===== src/rtl/sprite_move_controller.sv =====
// Frame-synchronous mover for the overlay square: button sync, press/auto-repeat,
// wall clamping and a registered per-pixel hit flag for the colour mux.
module sprite_move_controller #(
    parameter int SCREEN_W      = 640,
    parameter int SCREEN_H      = 480,
    parameter int SIZE          = 20,
    parameter int STEP          = 5,
    parameter int INIT_X        = 0,
    parameter int INIT_Y        = 0,
    parameter int REPEAT_DELAY  = 30,
    parameter int REPEAT_PERIOD = 4
) (
    input  logic       clk,
    input  logic       reset,
    input  logic       screenEnd,
    input  logic       left,
    input  logic       right,
    input  logic       up,
    input  logic       down,
    input  logic [9:0] x,
    input  logic [8:0] y,
    output logic [9:0] squareX,
    output logic [8:0] squareY,
    output logic       inSquare,
    output logic       moving
);

    localparam int CW = $clog2(REPEAT_DELAY) + 1;

    localparam logic [CW-1:0] CNT_DELAY  = CW'(REPEAT_DELAY - 1);
    localparam logic [CW-1:0] CNT_PERIOD = CW'(REPEAT_PERIOD - 1);
    localparam logic [10:0]   MAXX       = 11'(SCREEN_W - 1 - SIZE);
    localparam logic [10:0]   MAXY       = 11'(SCREEN_H - 1 - SIZE);
    localparam logic [10:0]   STEP11     = 11'(STEP);
    localparam logic [10:0]   SIZE11     = 11'(SIZE);
    localparam logic [9:0]    SIZE10     = 10'(SIZE);

    typedef enum logic [1:0] {IDLE, DELAY, REPEAT} state_t;
    typedef enum logic [2:0] {D_NONE, D_L, D_R, D_U, D_D} dir_t;

    logic [3:0]    btn_meta_q, btn_sync_q;
    logic          se_q, sed_q;
    logic          frame_tick;
    dir_t          dir;
    state_t        state_q, state_d;
    dir_t          last_dir_q, last_dir_d;
    logic [CW-1:0] cnt_q, cnt_d;
    logic [9:0]    sq_x_q, sq_x_d;
    logic [8:0]    sq_y_q, sq_y_d;
    logic          in_sq_q, in_sq_d;
    logic          moving_q, moving_d;
    logic          do_step;
    logic [10:0]   x_ext, y_ext, x_add, y_add;
    logic [10:0]   step_x, step_y;

    // screenEnd is registered once so the tick pulse is a clean one-cycle strobe
    assign frame_tick = se_q & ~sed_q;

    always_comb begin
        if (btn_sync_q[0])      dir = D_L;
        else if (btn_sync_q[1]) dir = D_R;
        else if (btn_sync_q[2]) dir = D_U;
        else if (btn_sync_q[3]) dir = D_D;
        else                    dir = D_NONE;
    end

    always_comb begin
        x_ext  = {1'b0, sq_x_q};
        y_ext  = {2'b00, sq_y_q};
        x_add  = x_ext + STEP11;
        y_add  = y_ext + STEP11;
        step_x = x_ext;
        step_y = y_ext;
        case (dir)
            D_L:     step_x = (x_ext < STEP11) ? 11'd0 : x_ext - STEP11;
            D_R:     step_x = (x_add > MAXX) ? MAXX : x_add;
            D_U:     step_y = (y_ext < STEP11) ? 11'd0 : y_ext - STEP11;
            D_D:     step_y = (y_add > MAXY) ? MAXY : y_add;
            default: ;
        endcase
    end

    always_comb begin
        state_d    = state_q;
        last_dir_d = last_dir_q;
        cnt_d      = cnt_q;
        do_step    = 1'b0;
        if (frame_tick) begin
            unique case (state_q)
                IDLE: begin
                    if (dir != D_NONE) begin
                        do_step    = 1'b1;
                        last_dir_d = dir;
                        cnt_d      = CNT_DELAY;
                        state_d    = DELAY;
                    end
                end
                DELAY, REPEAT: begin
                    if (dir == D_NONE) begin
                        state_d = IDLE;
                    end else if (dir != last_dir_q) begin
                        do_step    = 1'b1;
                        last_dir_d = dir;
                        cnt_d      = CNT_DELAY;
                        state_d    = DELAY;
                    end else if (cnt_q == '0) begin
                        do_step = 1'b1;
                        cnt_d   = CNT_PERIOD;
                        state_d = REPEAT;
                    end else begin
                        cnt_d = cnt_q - 1'b1;
                    end
                end
                default: state_d = IDLE;
            endcase
        end
    end

    always_comb begin
        sq_x_d   = do_step ? step_x[9:0] : sq_x_q;
        sq_y_d   = do_step ? step_y[8:0] : sq_y_q;
        moving_d = (state_d != IDLE);
        in_sq_d  = ({1'b0, x} >= x_ext) &&
                   ({1'b0, x} <= x_ext + SIZE11) &&
                   ({1'b0, y} >= {1'b0, sq_y_q}) &&
                   ({1'b0, y} <= {1'b0, sq_y_q} + SIZE10);
    end

    always_ff @(posedge clk or posedge reset) begin
        if (reset) begin
            btn_meta_q <= '0;
            btn_sync_q <= '0;
            se_q       <= 1'b0;
            sed_q      <= 1'b0;
            state_q    <= IDLE;
            last_dir_q <= D_NONE;
            cnt_q      <= '0;
            sq_x_q     <= 10'(INIT_X);
            sq_y_q     <= 9'(INIT_Y);
            in_sq_q    <= 1'b0;
            moving_q   <= 1'b0;
        end else begin
            btn_meta_q <= {down, up, right, left};
            btn_sync_q <= btn_meta_q;
            se_q       <= screenEnd;
            sed_q      <= se_q;
            state_q    <= state_d;
            last_dir_q <= last_dir_d;
            cnt_q      <= cnt_d;
            sq_x_q     <= sq_x_d;
            sq_y_q     <= sq_y_d;
            in_sq_q    <= in_sq_d;
            moving_q   <= moving_d;
        end
    end

    assign squareX  = sq_x_q;
    assign squareY  = sq_y_q;
    assign inSquare = in_sq_q;
    assign moving   = moving_q;

endmodule


===== config.mk =====
export PLATFORM = sky130hd
export DESIGN_NAME = sprite_move_controller
export DESIGN_NICKNAME = d
export VERILOG_FILES = /design/src/rtl/sprite_move_controller.sv
export SDC_FILE = /design/constraint.sdc
export NUM_CORES = 1
export LEC_CHECK = 0
export CAP_MARGIN = 10
export CORE_MARGIN = 8
export CORE_UTILIZATION = 52
export DETAILED_ROUTE_END_ITERATION = 10
export GPL_TIMING_DRIVEN = 0
export PLACE_DENSITY = 0.78
export SYNTH_ARGS = -nofsm -noshare
export SYNTH_HDL_FRONTEND = slang
export SYNTH_SLANG_ARGS = --single-unit

===== constraint.sdc =====
create_clock -name clk -period 2.38 [get_ports clk]
set_clock_uncertainty 0.15 [all_clocks]
set_input_delay 0.238 -clock clk [delete_from_list [all_inputs] [get_ports clk]]
set_output_delay 0.238 -clock clk [all_outputs]
set_load 0.005 [all_outputs]

==> results.ini <==
[run_status]
status = finished with violations
violations = setup timing

[cells_and_area]
area_delta_synth_final_pct = 29.9
multi_input_area_um2 = 2960
fill_cells = 611
seq_area_um2 = 1060
final_common_cell = clkdlybuf4s50_1
stdcell_area_um2 = 5160
drive_above_1_share_pct = 20.0
layout_common_cells = 46 x clkdlybuf4s50_1, 45 x ha_1, 44 x nor2_1
nNetsFinal = 642
antennaDiodeCount = 0

[clock_network]
cts_tree = yes
clk_pin_slew_worst_paths_ns = 0.10
cts-root-buf = clkbuf_8
cts_htree_levels = 2
insertion_delay_ns = 0.31
clock_sinks = 42
cts_max_path_buffers = 2
numCtsBuffers = 5

[detailed_routing]
drt-initial-drc-count = 224
drc = 0
wl_per_cell_um = 16.5
vias_per_cell = 6.04
vias = 4053
routed_wirelength_mm = 11.1
antenna_left = 0
firstDrtPassIters = 6

[sta]
finalSetupTns_ns = -0.706
slew_headroom_pct = 41.7
setup_viol_count_final = 8
fin_crit_ns = 2.51
setup_ws_ns = -0.132
hold_viol = 0
drv_slew = 0
worstMarginPinSlew_ns = 0.874
max_clock_freq_ghz = 0.398
rsz0062_at_grt = yes
post-route-period-util_pct = 106

[placed_design]
gp_congestion = 0.918
post-dp-hpwl_mm = 7.97
postPlaceCellArea_um2 = 4570
place_ws_ns = -0.383
port_buffers = 46

[yosys]
yosysTopAreaCell = dfrtp_1
netlist_instances = 492
synth_edf_count = 0
synth_simple_gate_area_share_pct = 20.6
synthAdderAreaFrac_pct = 15.1
ys_async_sr_fraction_pct = 100
synth_top_area_share_pct = 26.5
synth_area_um2 = 3970
synth_compound_area_share_pct = 26.5
syn-num-nets = 566
yosys_most_used_dff = dfrtp_1
yosys-top-cells-area = dfrtp_1 26%, ha_1 15%, o21ai_0 4.5%
synth-xor-area-share_pct = 4.41
synth_area_per_cell_um2 = 8.07
synth_cell_type_count = 71
yosysSeqAreaShare_pct = 26.5
muxShareOfSynthArea_pct = 1.07
synth_warnings = 0
synth_top_family_by_area = compound AO/OA/AOI/OAI gates
synth_seq_cells = 42

[floorplan]
die-area_um2 = 10700
core_um2 = 7570
die_h_um = 103
die_x_um = 103
rows = 32
io_pins = 47
initial_core_util_pct = 52.5

[setup_path]
reg2regPathDepth = 9
slowest_stage = dfrtp_2
cp-end-kind = register
worstPathCellList = buf_6, inv_4, ha_4, a21o_1, or4_4, o211a_1, a311oi_2, a31oi_1, o32a_1
timing.rr.start = squareX[2]
crit_type = reg2reg
cp.required_ns = 2.43
r2r_end = squareX[5]
worstPathMaxFanout = 4
reg2reg_slack_ns = -0.13
max_stage_delay_ns = 0.45
crit_arrival_ns = 2.56
cp-start-kind = register

[global_routing]
grt_pass1_wl_mm = 18.2
overflow = 0
antenna_found_initial = 0
grtUsageTotal_pct = 20.9
grt_pass1_vias = 3864
grt_max_degree = 43

[power_and_ir_drop]
leakagePower_nw = 2.13
power_density_nw_per_um2 = 1100
ir_worst_vdd_uv = 634
power_mw = 5.69

[min_path]
hp-class = reg2reg
min_from = btn_meta_q[1]
worstHoldPathCells = 0
hold-path-endpoint = btn_sync_q[1]

[run]
drv_cap = 0

## layout make-up
cell class,instances,area share [%]
buffer,19,2.35
clock buffer,5,1.33
clock inverter,3,0.461
inverter,34,2.55
multi-input combinational,394,57.5
sequential,42,20.6
tap,102,2.47
timing repair buffer,72,12.7
## sequential cells by signal, summed over array words and instances (netlist names), 2 cells and up
signal and flops:
state_q 2, btn_meta_q 4, btn_sync_q 4, last_dir_q 3
squareX 10, squareY 9, cnt_q 6
## through the flow
stage	hold WS, ns	instances	util (%)
finish	0.204	671	68.2
global route	0.208	671	68.2
CTS	0.206	652	64.2
detailed placement	0.185	640	60.4
global placement	0.181	640	60.4
floorplan	0.119	492	-
## cells by family after synthesis
kind of cell | Yosys count
compound gates | 162
simple gates | 160
buf+inv | 56
fa+ha+maj | 48
flops | 42
xor+xnor | 20
mux | 4
## layer usage
metal  wire [µm]  vias to the layer above  part of all wire [%]  track usage [%]
met5           0                        -                     0                0
met4         213                        0                   1.9             6.12
met3         687                       29                   6.2             3.68
met2        5340                      147                    48             36.3
met1        4840                     1917                    44             25.8
li1            -                     1960                     -                -
## worst max-delay path, delay by kind of cell (launching register included)
family          cells  cell delay (ns)
fa+ha+maj           1             0.16
buf+inv             2             0.18
compound gates      5             1.04
flops               1             0.45
simple gates        1             0.44
## how the worst max path moves through the flow
stage	startpoint	endpoint
floorplan	squareX[2]	squareX[5]
global placement	squareX[2]	squareX[7]
finish	squareX[2]	squareX[5]
detailed placement	squareX[2]	squareX[7]
global route	squareY[7]	inSquare
CTS	squareX[3]	squareX[7]
## synth_stat cells, types with 4 or more instances
master	instances
a21oi_1	34
xnor2_1	17
nand4_1	6
o21ai_1	14
ha_1	48
nor4_1	4
a211oi_1	7
nand2b_1	9
nand4b_1	4
buf_2	14
o31ai_1	4
o22ai_1	6
clkbuf_1	6
a31oi_1	8
o21a_1	5
nand2_1	37
o21ai_0	36
a21o_1	7
nand3_1	8
nor2b_1	4
nor2_1	46
dfrtp_1	42
inv_1	31
o211ai_1	7
nor3_1	17
## report_power, final
part / total, mW / internal [mW] / switching [mW] / leakage, nW
Sequential: 1.23 / 0.939 / 0.291 / 0.494
Combinational: 3.97 / 1.77 / 2.20 / 1.60
Clock: 0.487 / 0.210 / 0.277 / 0.0408
Total: 5.69 / 2.92 / 2.77 / 2.13
## repair_timing
item | in CTS | in global routing
setup buffers | 6 | 20
hold buffers | 0 | 0
resized for setup | 38 | 38
setup endpoints to repair | 18 | 24
pin swaps | 3 | 13
No activity file was read; power rests on OpenSTA's default activity.
